--- src/rtl/iic_mon_pkg.sv ---
// Shared types and constants for the SCCB/I2C bus monitor.
//   REC_W          : record width, {kind[1:0], ack, byte[7:0]}
//   KIND_*         : record kind codes
//   state_t        : decoder FSM state encoding
//   rec_t          : packed record payload stored in the FIFO
package iic_mon_pkg;

   localparam int unsigned REC_W = 11;

   localparam logic [1:0] KIND_DATA   = 2'b00;
   localparam logic [1:0] KIND_START  = 2'b01;
   localparam logic [1:0] KIND_RSTART = 2'b10;
   localparam logic [1:0] KIND_STOP   = 2'b11;

   typedef enum logic {
      IDLE = 1'b0,
      BITS = 1'b1
   } state_t;

   typedef struct packed {
      logic [1:0] kind;
      logic       ack;
      logic [7:0] data;
   } rec_t;

endpackage

--- src/rtl/iic_line_filter.sv ---
// Synchroniser plus stability filter for one bus line.
//   ILA_clk, rstn : clock, async active-low reset
//   i_line        : raw pad value
//   o_filt        : filtered value; follows i_line only after FILT_CYCLES
//                   consecutive synchronised cycles of disagreement
module iic_line_filter #(
   parameter int unsigned SYNC_STAGES = 2,
   parameter int unsigned FILT_CYCLES = 4
) (
   input  logic ILA_clk,
   input  logic rstn,
   input  logic i_line,
   output logic o_filt
);

   localparam int unsigned CNT_W = $clog2(FILT_CYCLES + 1);

   logic [SYNC_STAGES-1:0] r_sync;
   logic [CNT_W-1:0]       r_cnt;
   logic                   r_filt;
   logic                   w_synced;

   assign w_synced = r_sync[SYNC_STAGES-1];
   assign o_filt   = r_filt;

   // The counter tops out at FILT_CYCLES-1: the edge that would take it to
   // FILT_CYCLES is the edge on which the filtered value flips.
   always_ff @(posedge ILA_clk or negedge rstn) begin
      if (!rstn) begin
         r_sync <= '1;
         r_cnt  <= '0;
         r_filt <= 1'b1;
      end else begin
         r_sync <= {r_sync[SYNC_STAGES-2:0], i_line};
         if (w_synced != r_filt) begin
            if (r_cnt == CNT_W'(FILT_CYCLES - 1)) begin
               r_filt <= w_synced;
               r_cnt  <= '0;
            end else begin
               r_cnt <= r_cnt + CNT_W'(1);
            end
         end else begin
            r_cnt <= '0;
         end
      end
   end

endmodule

--- src/rtl/iic_bus_monitor.sv ---
// Passive SCCB/I2C bus decoder: filters SCL/SDA, decodes START, repeated
// START, STOP and data bytes with their ACK bit, and queues one record per
// event in a show-ahead FIFO drained over valid/ready.
//   ILA_clk, rstn          : clock, async active-low reset
//   scl_in, sda_in         : raw pad values
//   enable                 : 0 holds the decoder idle and suppresses records
//   rec_valid/ready/data   : head record handshake, data = {kind, ack, byte}
//   fifo_level             : entries held
//   overflow, clr_overflow : sticky drop flag and its clear
//   bus_busy               : high between START and STOP
module iic_bus_monitor
   import iic_mon_pkg::*;
#(
   parameter int unsigned SYNC_STAGES = 2,
   parameter int unsigned FILT_CYCLES = 4,
   parameter int unsigned FIFO_DEPTH  = 16
) (
   input  logic                          ILA_clk,
   input  logic                          rstn,
   input  logic                          scl_in,
   input  logic                          sda_in,
   input  logic                          enable,
   output logic                          rec_valid,
   input  logic                          rec_ready,
   output logic [REC_W-1:0]              rec_data,
   output logic [$clog2(FIFO_DEPTH):0]   fifo_level,
   output logic                          overflow,
   input  logic                          clr_overflow,
   output logic                          bus_busy
);

   localparam int unsigned AW = $clog2(FIFO_DEPTH);
   localparam int unsigned LW = AW + 1;

   logic w_f_scl, w_f_sda;
   logic r_p_scl, r_p_sda;
   logic w_start, w_stop, w_rise;

   state_t     r_state, w_state_nxt;
   logic [3:0] r_bit_cnt, w_bit_cnt_nxt;
   logic [7:0] r_shift, w_shift_nxt;
   logic       w_push;
   rec_t       w_push_rec;
   logic       r_push;
   rec_t       r_push_rec;

   rec_t          r_mem [FIFO_DEPTH];
   logic [LW-1:0] r_wr, r_rd;
   logic          r_ovf;
   logic          w_full, w_pop, w_wr_ok;

   iic_line_filter #(.SYNC_STAGES(SYNC_STAGES), .FILT_CYCLES(FILT_CYCLES)) u_scl_filt (
      .ILA_clk (ILA_clk),
      .rstn    (rstn),
      .i_line  (scl_in),
      .o_filt  (w_f_scl)
   );

   iic_line_filter #(.SYNC_STAGES(SYNC_STAGES), .FILT_CYCLES(FILT_CYCLES)) u_sda_filt (
      .ILA_clk (ILA_clk),
      .rstn    (rstn),
      .i_line  (sda_in),
      .o_filt  (w_f_sda)
   );

   // Requiring SCL high on both samples keeps simultaneous SCL/SDA flips
   // from being read as START or STOP.
   assign w_start = r_p_scl & w_f_scl & r_p_sda & ~w_f_sda;
   assign w_stop  = r_p_scl & w_f_scl & ~r_p_sda & w_f_sda;
   assign w_rise  = ~r_p_scl & w_f_scl;

   // Decoder state and registered push request
   always_ff @(posedge ILA_clk or negedge rstn) begin
      if (!rstn) begin
         r_p_scl    <= 1'b1;
         r_p_sda    <= 1'b1;
         r_state    <= IDLE;
         r_bit_cnt  <= '0;
         r_shift    <= '0;
         r_push     <= 1'b0;
         r_push_rec <= '0;
      end else begin
         r_p_scl    <= w_f_scl;
         r_p_sda    <= w_f_sda;
         r_state    <= w_state_nxt;
         r_bit_cnt  <= w_bit_cnt_nxt;
         r_shift    <= w_shift_nxt;
         r_push     <= w_push;
         r_push_rec <= w_push_rec;
      end
   end

   // Next state and record generation
   always_comb begin
      w_state_nxt   = r_state;
      w_bit_cnt_nxt = r_bit_cnt;
      w_shift_nxt   = r_shift;
      w_push        = 1'b0;
      w_push_rec    = '0;
      if (!enable) begin
         w_state_nxt   = IDLE;
         w_bit_cnt_nxt = '0;
      end else begin
         case (r_state)
            IDLE: begin
               if (w_start) begin
                  w_push          = 1'b1;
                  w_push_rec.kind = KIND_START;
                  w_state_nxt     = BITS;
                  w_bit_cnt_nxt   = '0;
               end
            end
            BITS: begin
               if (w_start) begin
                  w_push          = 1'b1;
                  w_push_rec.kind = KIND_RSTART;
                  w_bit_cnt_nxt   = '0;
               end else if (w_stop) begin
                  w_push          = 1'b1;
                  w_push_rec.kind = KIND_STOP;
                  w_state_nxt     = IDLE;
                  w_bit_cnt_nxt   = '0;
               end else if (w_rise) begin
                  if (r_bit_cnt == 4'd8) begin
                     // Ninth clock carries the ACK bit and closes the byte
                     w_push          = 1'b1;
                     w_push_rec.kind = KIND_DATA;
                     w_push_rec.ack  = w_f_sda;
                     w_push_rec.data = r_shift;
                     w_bit_cnt_nxt   = '0;
                  end else begin
                     w_shift_nxt   = {r_shift[6:0], w_f_sda};
                     w_bit_cnt_nxt = r_bit_cnt + 4'd1;
                  end
               end
            end
            default: w_state_nxt = IDLE;
         endcase
      end
   end

   assign fifo_level = r_wr - r_rd;
   assign w_full     = (fifo_level == LW'(FIFO_DEPTH));
   assign rec_valid  = (fifo_level != '0);
   assign w_pop      = rec_valid & rec_ready;
   // A full FIFO still takes a push when the head leaves in the same cycle
   assign w_wr_ok    = r_push & (~w_full | w_pop);
   assign rec_data   = r_mem[r_rd[AW-1:0]];
   assign overflow   = r_ovf;
   assign bus_busy   = (r_state == BITS);

   // Record storage
   always_ff @(posedge ILA_clk) begin
      if (w_wr_ok) begin
         r_mem[r_wr[AW-1:0]] <= r_push_rec;
      end
   end

   // Pointers and sticky overflow; a drop in the same cycle beats the clear
   always_ff @(posedge ILA_clk or negedge rstn) begin
      if (!rstn) begin
         r_wr  <= '0;
         r_rd  <= '0;
         r_ovf <= 1'b0;
      end else begin
         if (w_wr_ok) begin
            r_wr <= r_wr + LW'(1);
         end
         if (w_pop) begin
            r_rd <= r_rd + LW'(1);
         end
         if (r_push && !w_wr_ok) begin
            r_ovf <= 1'b1;
         end else if (clr_overflow) begin
            r_ovf <= 1'b0;
         end
      end
   end

endmodule

--- config.mk ---
export PLATFORM = sky130hd
export DESIGN_NAME = iic_bus_monitor
export DESIGN_NICKNAME = d
export VERILOG_FILES = /design/src/rtl/iic_mon_pkg.sv /design/src/rtl/iic_line_filter.sv /design/src/rtl/iic_bus_monitor.sv
export SDC_FILE = /design/constraint.sdc
export NUM_CORES = 1
export LEC_CHECK = 0
export ABC_AREA = 1
export BUFFER_PORTS_ARGS = -buffer_cell sky130_fd_sc_hd__buf_2
export CORE_MARGIN = 5
export CORE_UTILIZATION = 31
export CTS_CLUSTER_SIZE = 10
export DETAILED_ROUTE_END_ITERATION = 10
export MAX_ROUTING_LAYER = met4
export PLACE_DENSITY_LB_ADDON = 0.15
export SKIP_CTS_REPAIR_TIMING = 1
export SLEW_MARGIN = 10
export SYNTH_ARGS = -nofsm -noshare
export SYNTH_HDL_FRONTEND = slang
export SYNTH_SLANG_ARGS = --single-unit
--- constraint.sdc ---
create_clock -name ILA_clk -period 3.05 [get_ports ILA_clk]
set_input_delay 0.61 -clock ILA_clk [delete_from_list [all_inputs] [get_ports ILA_clk]]
set_output_delay 0.61 -clock ILA_clk [all_outputs]
set_load 0.01 [all_outputs]
* Word level (Yosys, flattened, before mapping)
Memory sizes are Yosys's and may differ from the RTL's.
Cells that the tools add are included.
** Storage, ports and cells
- Register bits after elaboration :: 50
- Input port bits :: 7
- Output and inout port bits :: 19
- Memories kept :: 1
- Memory bits (writable) :: 176
- Word-level logic and storage cells :: 94
** Memory list
- r_mem :: depth 16, bits a word 11, read ports 1, clocked after Yosys merged registers in 0, write ports 1, line iic_bus_monitor.sv:47 : rec_t r_mem [FIFO_DEPTH];
** Operators by class
- Equality and inequality tests :: 8
- Reduce and logical (&&, ||, !) cells :: 8
- Multiplexer cells :: 36
- Add/sub/neg operators :: 6
- Bitwise operators :: 17
** Operators with widths (count)
- 9-bit 2-to-1 mux :: 5
- 4-bit 2-to-1 mux :: 6
- 1-bit 2-to-1 mux :: 14
- 3-bit 2-to-1 mux :: 4
- 11-bit 2-to-1 mux :: 1
- 5-bit by 1-bit adder with 5-bit output, second input constant :: 2
- 1-bit bitwise AND :: 8
- 1-bit NOT :: 8
- 4-bit one-hot mux with 2 select lines :: 1
- 3-bit by 1-bit adder with 3-bit output, second input constant :: 2
- 3-bit by 2-bit == test with 1-bit output, second input constant :: 2
- 2-bit AND reduction :: 3
- 6-bit AND reduction :: 1
- 5-bit == test, second input constant :: 1
- 5-bit != test, second input constant :: 1
- 5-bit nonzero test :: 1
- 5-bit subtractor :: 1
- 4-bit by 1-bit adder with 4-bit output, second input constant :: 1
- 4-bit == test, second input constant :: 1
- 2-bit 2-to-1 mux :: 2
- 1-bit one-hot mux with 2 select lines :: 2
- 2-bit one-hot mux with 2 select lines :: 1
- 3-bit != test, second input constant :: 1
- 1-bit != test :: 2
- other kinds (4) :: 4

* Logic depth before layout (Yosys ltp)
- Depth after elaboration :: 8
- Depth in mapped cells :: 13
- Gate-level depth less buffers :: 13

* Cells and area by module
A second synthesis with hierarchy kept.
** Second synthesis, totals
- Cells, all modules :: 821
- Area, all modules :: 9399.0 sq um
** Modules (own cells, without submodules)
- iic_bus_monitor :: instances 1, area an instance 8913.5 sq um, sequential area each 6238.5 sq um, cells each 771
- iic_line_filter :: instances 2, area an instance 242.7 sq um, sequential area each 153.9 sq um, cells each 25

* Worst setup path before layout
Ideal clock, no wire load.
- Kind :: register to register
- Start point :: register r_rd[3]
- End point :: memory r_mem[12][0] in the netlist's numbering (enable)
- Setup slack :: 474 ps
- Arrival time :: 2198 ps
- Data required time :: 2672 ps
- Clock period less this slack :: 2576 ps
- Setup time :: 378 ps
- Cell stages (with the launch flop) :: 10
- Path buffers :: 2
- Path through :: dfrtp_1 inv_1 clkbuf_1 ha_1 a21oi_1 nand3_1 nand3_1 o21bai_2 buf_4 nor2_1
** Between the ends
- Longest elaborated chain between the ends :: 7
- Elaborated cells on any way between the ends :: 9
- Classes of those cells :: 1 x add/sub; 1 x eq/ne; 2 x mux; 4 x bitwise; 1 x reduce/logical
** RTL lines
- start: declaration :: line iic_bus_monitor.sv:48 : logic [LW-1:0] r_wr, r_rd;
- start signal: assignment :: line iic_bus_monitor.sv:170 : r_rd <= r_rd + LW'(1);
- 5-bit subtractor * :: line iic_bus_monitor.sv:142 : assign fifo_level = r_wr - r_rd;
- 5-bit nonzero test or 5-bit == test (tied branches) :: line iic_bus_monitor.sv:144, iic_bus_monitor.sv:143
- 1-bit bitwise AND or 1-bit NOT (tied branches) :: line iic_bus_monitor.sv:145, iic_bus_monitor.sv:147
- 1-bit bitwise OR * :: line iic_bus_monitor.sv:147 : assign w_wr_ok = r_push & (~w_full | w_pop);
- 1-bit bitwise AND * :: line iic_bus_monitor.sv:147
- 1-bit 2-to-1 mux * :: line iic_bus_monitor.sv:154 : if (w_wr_ok) begin
- 1-bit 2-to-1 mux (not written as such) * :: line iic_bus_monitor.sv:155 : r_mem[r_wr[AW-1:0]] <= r_push_rec;
- end: declaration :: line iic_bus_monitor.sv:47
Mark *: on every way between the ends. The rest lies on a longest branch, timed or not.

* Final worst setup path
- Start point :: register r_rd[0]
- End point :: output rec_valid
** Between the ends
- Longest elaborated chain between the ends :: 2
** RTL lines
- 5-bit subtractor :: line iic_bus_monitor.sv:142
- 5-bit nonzero test :: line iic_bus_monitor.sv:144 : assign rec_valid = (fifo_level != '0);
- end: declaration :: line iic_bus_monitor.sv:23 : output logic rec_valid,
Every way passes these cells.

==> flow_summary.html <==
<table>
<tr><th>Metric</th><th>Value</th></tr>
<tr><th colspan="2">Run status</th></tr>
<tr><td>Run status</td><td>complete, no violations</td></tr>
<tr><th colspan="2">Final layout</th></tr>
<tr><td>Total of fill cells in the finished design</td><td>about 3000</td></tr>
<tr><td>Area used by multi-input combinational logic</td><td>2520 um2</td></tr>
<tr><td>Fin area</td><td>10800 um2</td></tr>
<tr><td>Ant. Diodes</td><td>0</td></tr>
<tr><td>Layout cell share with drive strength beyond 1</td><td>13.8%</td></tr>
<tr><td>Final cell count without fillers</td><td>1248</td></tr>
<tr><td>Area taken by flip-flops and latches</td><td>6550 um2</td></tr>
<tr><td>Post-layout net count</td><td>871</td></tr>
<tr><td>Area Overhead vs Synth</td><td>14.4%</td></tr>
<tr><td>Final cell utilization of the core</td><td>36.2%</td></tr>
<tr><th colspan="2">Logic synthesis</th></tr>
<tr><td>Multiplexer share of the synthesized area</td><td>0%</td></tr>
<tr><td>Cells after synthesis</td><td>about 810</td></tr>
<tr><td>Synth Area in XOR/XNOR</td><td>0.837%</td></tr>
<tr><td>Count of synthesis-stage warnings from yosys</td><td>0</td></tr>
<tr><td>#FFs+latches synth</td><td>226</td></tr>
<tr><td>Share of the synthesized area in the top cell type</td><td>56.1%</td></tr>
<tr><td>Area contributors post-synth</td><td>sky130_fd_sc_hd__edfxtp_1 56%, sky130_fd_sc_hd__dfrtp_1 11%, sky130_fd_sc_hd__nor2_1 5.7%</td></tr>
<tr><td>Cell with the most instances after synthesis</td><td>sky130_fd_sc_hd__edfxtp_1</td></tr>
<tr><td>Largest family of logic cells by synthesized area</td><td>simple AND/OR/NAND/NOR gates</td></tr>
<tr><td>Commonest cells in the synthesized netlist</td><td>176 x sky130_fd_sc_hd__edfxtp_1, 142 x sky130_fd_sc_hd__nor2_1, 113 x sky130_fd_sc_hd__nand2_1, 94 x sky130_fd_sc_hd__o21ai_0, 46 x sky130_fd_sc_hd__inv_1</td></tr>
<tr><td>Compound-gate portion of the synthesized area</td><td>9.68%</td></tr>
<tr><td>Area share of fa/ha/maj cells after synthesis</td><td>1.94%</td></tr>
<tr><td>Summed instance area of the synthesized netlist</td><td>approximately 9400 um2</td></tr>
<tr><td>Post-synthesis async set-or-reset flop share</td><td>22.1%</td></tr>
<tr><td>Portion of the post-synthesis area used by sequential elements</td><td>69.5%</td></tr>
<tr><td>Cell type with the largest total area after synthesis</td><td>sky130_fd_sc_hd__edfxtp_1</td></tr>
<tr><td>Number of nets produced by synthesis</td><td>approximately 830</td></tr>
<tr><td>Number of distinct library cells after synthesis</td><td>36</td></tr>
<tr><td>Post-Syn Area per Cell</td><td>11.6 um2</td></tr>
<tr><td>Number of flops mapped to enable cells by yosys</td><td>about 180</td></tr>
<tr><td>Synth Area in Simple Gates</td><td>between 10 and 15%</td></tr>
<tr><td>Predominant post-synthesis flop cell</td><td>sky130_fd_sc_hd__edfxtp_1</td></tr>
<tr><th colspan="2">Clock network</th></tr>
<tr><td>Root buf cell</td><td>sky130_fd_sc_hd__clkbuf_16</td></tr>
<tr><td>Maximum clock path buffer count</td><td>3</td></tr>
<tr><td>CTS sink cnt</td><td>between 200 and 250</td></tr>
<tr><td>CTS tree</td><td>built</td></tr>
<tr><td>Worst skew pair latency</td><td>0.52 ns</td></tr>
<tr><td>Clock input transition at the sequential cells of the worst setup and hold paths</td><td>0.05 ns</td></tr>
<tr><td>CTS Buf Count</td><td>27</td></tr>
<tr><td>Number of H-tree levels</td><td>1</td></tr>
<tr><th colspan="2">Place</th></tr>
<tr><td>Final HPWL DP</td><td>14.7 mm</td></tr>
<tr><td>Global placement routability congestion</td><td>0.755</td></tr>
<tr><td>Instance area after placement</td><td>~10000 um2</td></tr>
<tr><td>Cells after DPL</td><td>between 1000 and 1500</td></tr>
<tr><td>Quantity of I/O buffers inserted on ports</td><td>25</td></tr>
<tr><th colspan="2">Critical path</th></tr>
<tr><td>Endpoint type of the worst setup path</td><td>output port</td></tr>
<tr><td>Type of element launching the critical path</td><td>flip-flop</td></tr>
<tr><td>Peak per-stage delay on the critical path</td><td>0.50 ns</td></tr>
<tr><td>Peak fanout along the critical path</td><td>7</td></tr>
<tr><td>Crit path required time</td><td>about 2.4 ns</td></tr>
<tr><td>Crit-path slowest cell</td><td>sky130_fd_sc_hd__fa_1</td></tr>
<tr><td>Setup CP Type</td><td>flip-flop to output port</td></tr>
<tr><td>Critical path arrival</td><td>2.35 ns</td></tr>
<tr><td>Critical path, cell by cell</td><td>ha_2, fa_1, nand2_1, nor2_2, nand3_2, buf_4, inv_2, nand2_4, buf_2</td></tr>
<tr><th colspan="2">Die</th></tr>
<tr><td># rows</td><td>63</td></tr>
<tr><td>Horizontal die dimension</td><td>184 um</td></tr>
<tr><td>Die outline height</td><td>approximately 180 um</td></tr>
<tr><td>I/O pin count</td><td>26</td></tr>
<tr><td>CORE AREA</td><td>29800 um2</td></tr>
<tr><td>Die footprint</td><td>34000 um2</td></tr>
<tr><td>Initial cell density of the core</td><td>about a third</td></tr>
<tr><th colspan="2">Timing</th></tr>
<tr><td>Minimum clock period after layout</td><td>about 3.0 ns</td></tr>
<tr><td>Transition at the pin with the smallest max-transition slack</td><td>1.03 ns</td></tr>
<tr><td>Worst-case headroom to the max-slew limit</td><td>30.9%</td></tr>
<tr><td>Count of endpoints failing hold in the final timing report</td><td>0</td></tr>
<tr><td>Highest Clock Rate</td><td>approximately 340 MHz</td></tr>
<tr><td>Count of pins over their slew limit</td><td>0</td></tr>
<tr><td>Largest clock skew in the final design</td><td>0.0153 ns</td></tr>
<tr><td>Fraction of the cycle the final worst path needs</td><td>between 90% and 100%</td></tr>
<tr><td>Final-layout setup total negative slack</td><td>0 ns</td></tr>
<tr><td>Unrepaired setup endpoints after global routing</td><td>true</td></tr>
<tr><td>Final setup fails</td><td>0</td></tr>
<tr><th colspan="2">GRT</th></tr>
<tr><td>GR Overflow Total</td><td>0</td></tr>
<tr><td>Pin count of the biggest net entering global routing</td><td>48</td></tr>
<tr><td>Number of antenna violations at the first check in global routing</td><td>0</td></tr>
<tr><td>GRT Overall Usage</td><td>14.3%</td></tr>
<tr><td>Vias in the first global route</td><td>~5900</td></tr>
<tr><td>Wire length of the first global-routing pass</td><td>36.1 mm</td></tr>
<tr><th colspan="2">Min path</th></tr>
<tr><td>Class of the tightest hold or removal check</td><td>primary input to flip-flop</td></tr>
<tr><th colspan="2">Drt</th></tr>
<tr><td>Avg WL per Cell</td><td>18.6 um</td></tr>
<tr><td>Total iterations of the first detailed-routing run</td><td>5</td></tr>
<tr><td>ANT nets after route</td><td>0</td></tr>
<tr><td>Total wire length after detailed routing</td><td>23.2 mm</td></tr>
<tr><td>Violation count after the first detailed-routing iteration</td><td>383</td></tr>
<tr><td>Number of remaining DRC errors</td><td>0</td></tr>
<tr><td>Number of vias per cell</td><td>about 4.8</td></tr>
<tr><td>Vias post-DR</td><td>5955</td></tr>
<tr><th colspan="2">Power and ir drop</th></tr>
<tr><td>Worst ir drop on vdd</td><td>between 0.0003 and 0.0004 V</td></tr>
<tr><td>Static power due to leakage</td><td>3.90 nW</td></tr>
<tr><td>Power density of the placed cells</td><td>848 nW/um2</td></tr>
<tr><th colspan="2">Job</th></tr>
<tr><td>Max_cap viols</td><td>0</td></tr>
</table>
[power by group]
part | internal (W) | switching, W | leakage (nW)
Sequential | 0.00345 | 0.000124 | 2.22
Combinational | 0.000929 | 0.00192 | 1.34
Clock | 0.00158 | 0.00114 | 0.346
[metrics by stage]
step	hold slack, ns	setup WS [ns]	total power [W]
3_5_place_dp	0.348	0.0364	0.00653
4_1_cts	-0.0619	0.00814	0.00926
5_1_grt	0.174	-0.0437	0.00975
3_3_place_gp	0.348	0.109	0.00654
6_report	0.200	0.0883	0.00914
2_1_floorplan	0.314	0.474	0.00544
[placed cells by master, fill, tap and decap left out, types with 3 or more instances in the layout]
cell type                   instances
sky130_fd_sc_hd__nand4_1            3
sky130_fd_sc_hd__nor3_1             9
sky130_fd_sc_hd__o21ai_1            4
sky130_fd_sc_hd__clkbuf_16         27
sky130_fd_sc_hd__xor2_1             7
sky130_fd_sc_hd__o211ai_1          22
sky130_fd_sc_hd__nand2_2            4
sky130_fd_sc_hd__clkbuf_1           6
sky130_fd_sc_hd__o22ai_1           23
sky130_fd_sc_hd__buf_4             19
sky130_fd_sc_hd__nand3_1           33
sky130_fd_sc_hd__inv_1             46
sky130_fd_sc_hd__ha_1              12
sky130_fd_sc_hd__o21ai_2            8
sky130_fd_sc_hd__buf_2             25
sky130_fd_sc_hd__nor2_1           135
sky130_fd_sc_hd__nand2_1          113
sky130_fd_sc_hd__o21ai_0           92
sky130_fd_sc_hd__inv_2              3
sky130_fd_sc_hd__edfxtp_1         176
sky130_fd_sc_hd__clkinv_1           4
sky130_fd_sc_hd__dfrtp_1           40
sky130_fd_sc_hd__a21oi_1            7
sky130_fd_sc_hd__nor2_2            11
sky130_fd_sc_hd__dfstp_2            8
[layout make-up]
type,instances,share of cell area (%)
multi-input combinational,497,23.4
tap,390,4.53
sequential,226,60.8
timing repair buffer,47,2.87
clock buffer,33,6.48
clock inverter,4,0.139
inverter,51,1.82
[layer usage]
metal	vias to the layer above	track usage [%]	part of all wire, %
met1	2877	19.9	46
li1	2910	-	-
met3	33	2.07	5.2
met5	-	-	0
met2	135	22.3	47
met4	0	3.14	2.0
[sequential cells by signal (all words and copies together), names as in the netlist]
name	count
bus_busy	1
overflow	1
r_bit_cnt	4
r_mem	176
r_p_scl	1
r_p_sda	1
r_push	1
r_push_rec	11
r_rd	5
r_shift	8
r_wr	5
u_scl_filt.o_filt	1
u_scl_filt.r_cnt	3
u_scl_filt.r_sync	2
u_sda_filt.o_filt	1
u_sda_filt.r_cnt	3
u_sda_filt.r_sync	2
[kinds of logic (layout without fill, tap and decap cells)]
group | count (synthesis) | in the layout
buf+inv | 89 | 135
flops | 226 | 226
compound gates | 158 | 158
xor+xnor | 9 | 9
simple gates | 316 | 316
fa+ha+maj | 14 | 14
[final timing paths]
kind,startpoint,end,slack [ns],depth (start not counted)
setup / recovery,r_rd[0],rec_valid,0.09,9
hold reg to reg,u_scl_filt.r_sync[0],u_scl_filt.r_sync[1],0.36,0
setup reg to reg,r_rd[0],r_mem[10][4],0.23,10
hold / removal,sda_in,u_sda_filt.r_sync[0],0.20,1
min in group asynchronous,rstn,r_shift[4],0.49,2
max in group asynchronous,rstn,r_rd[0],1.73,3
[critical path: cells and delay by family (launching register included)]
family        cells  cell delay (ns)
buf+inv           3             0.35
flops             1             0.44
fa+ha+maj         2             0.70
simple gates      4             0.35
(Power assumes the default switching activity.)
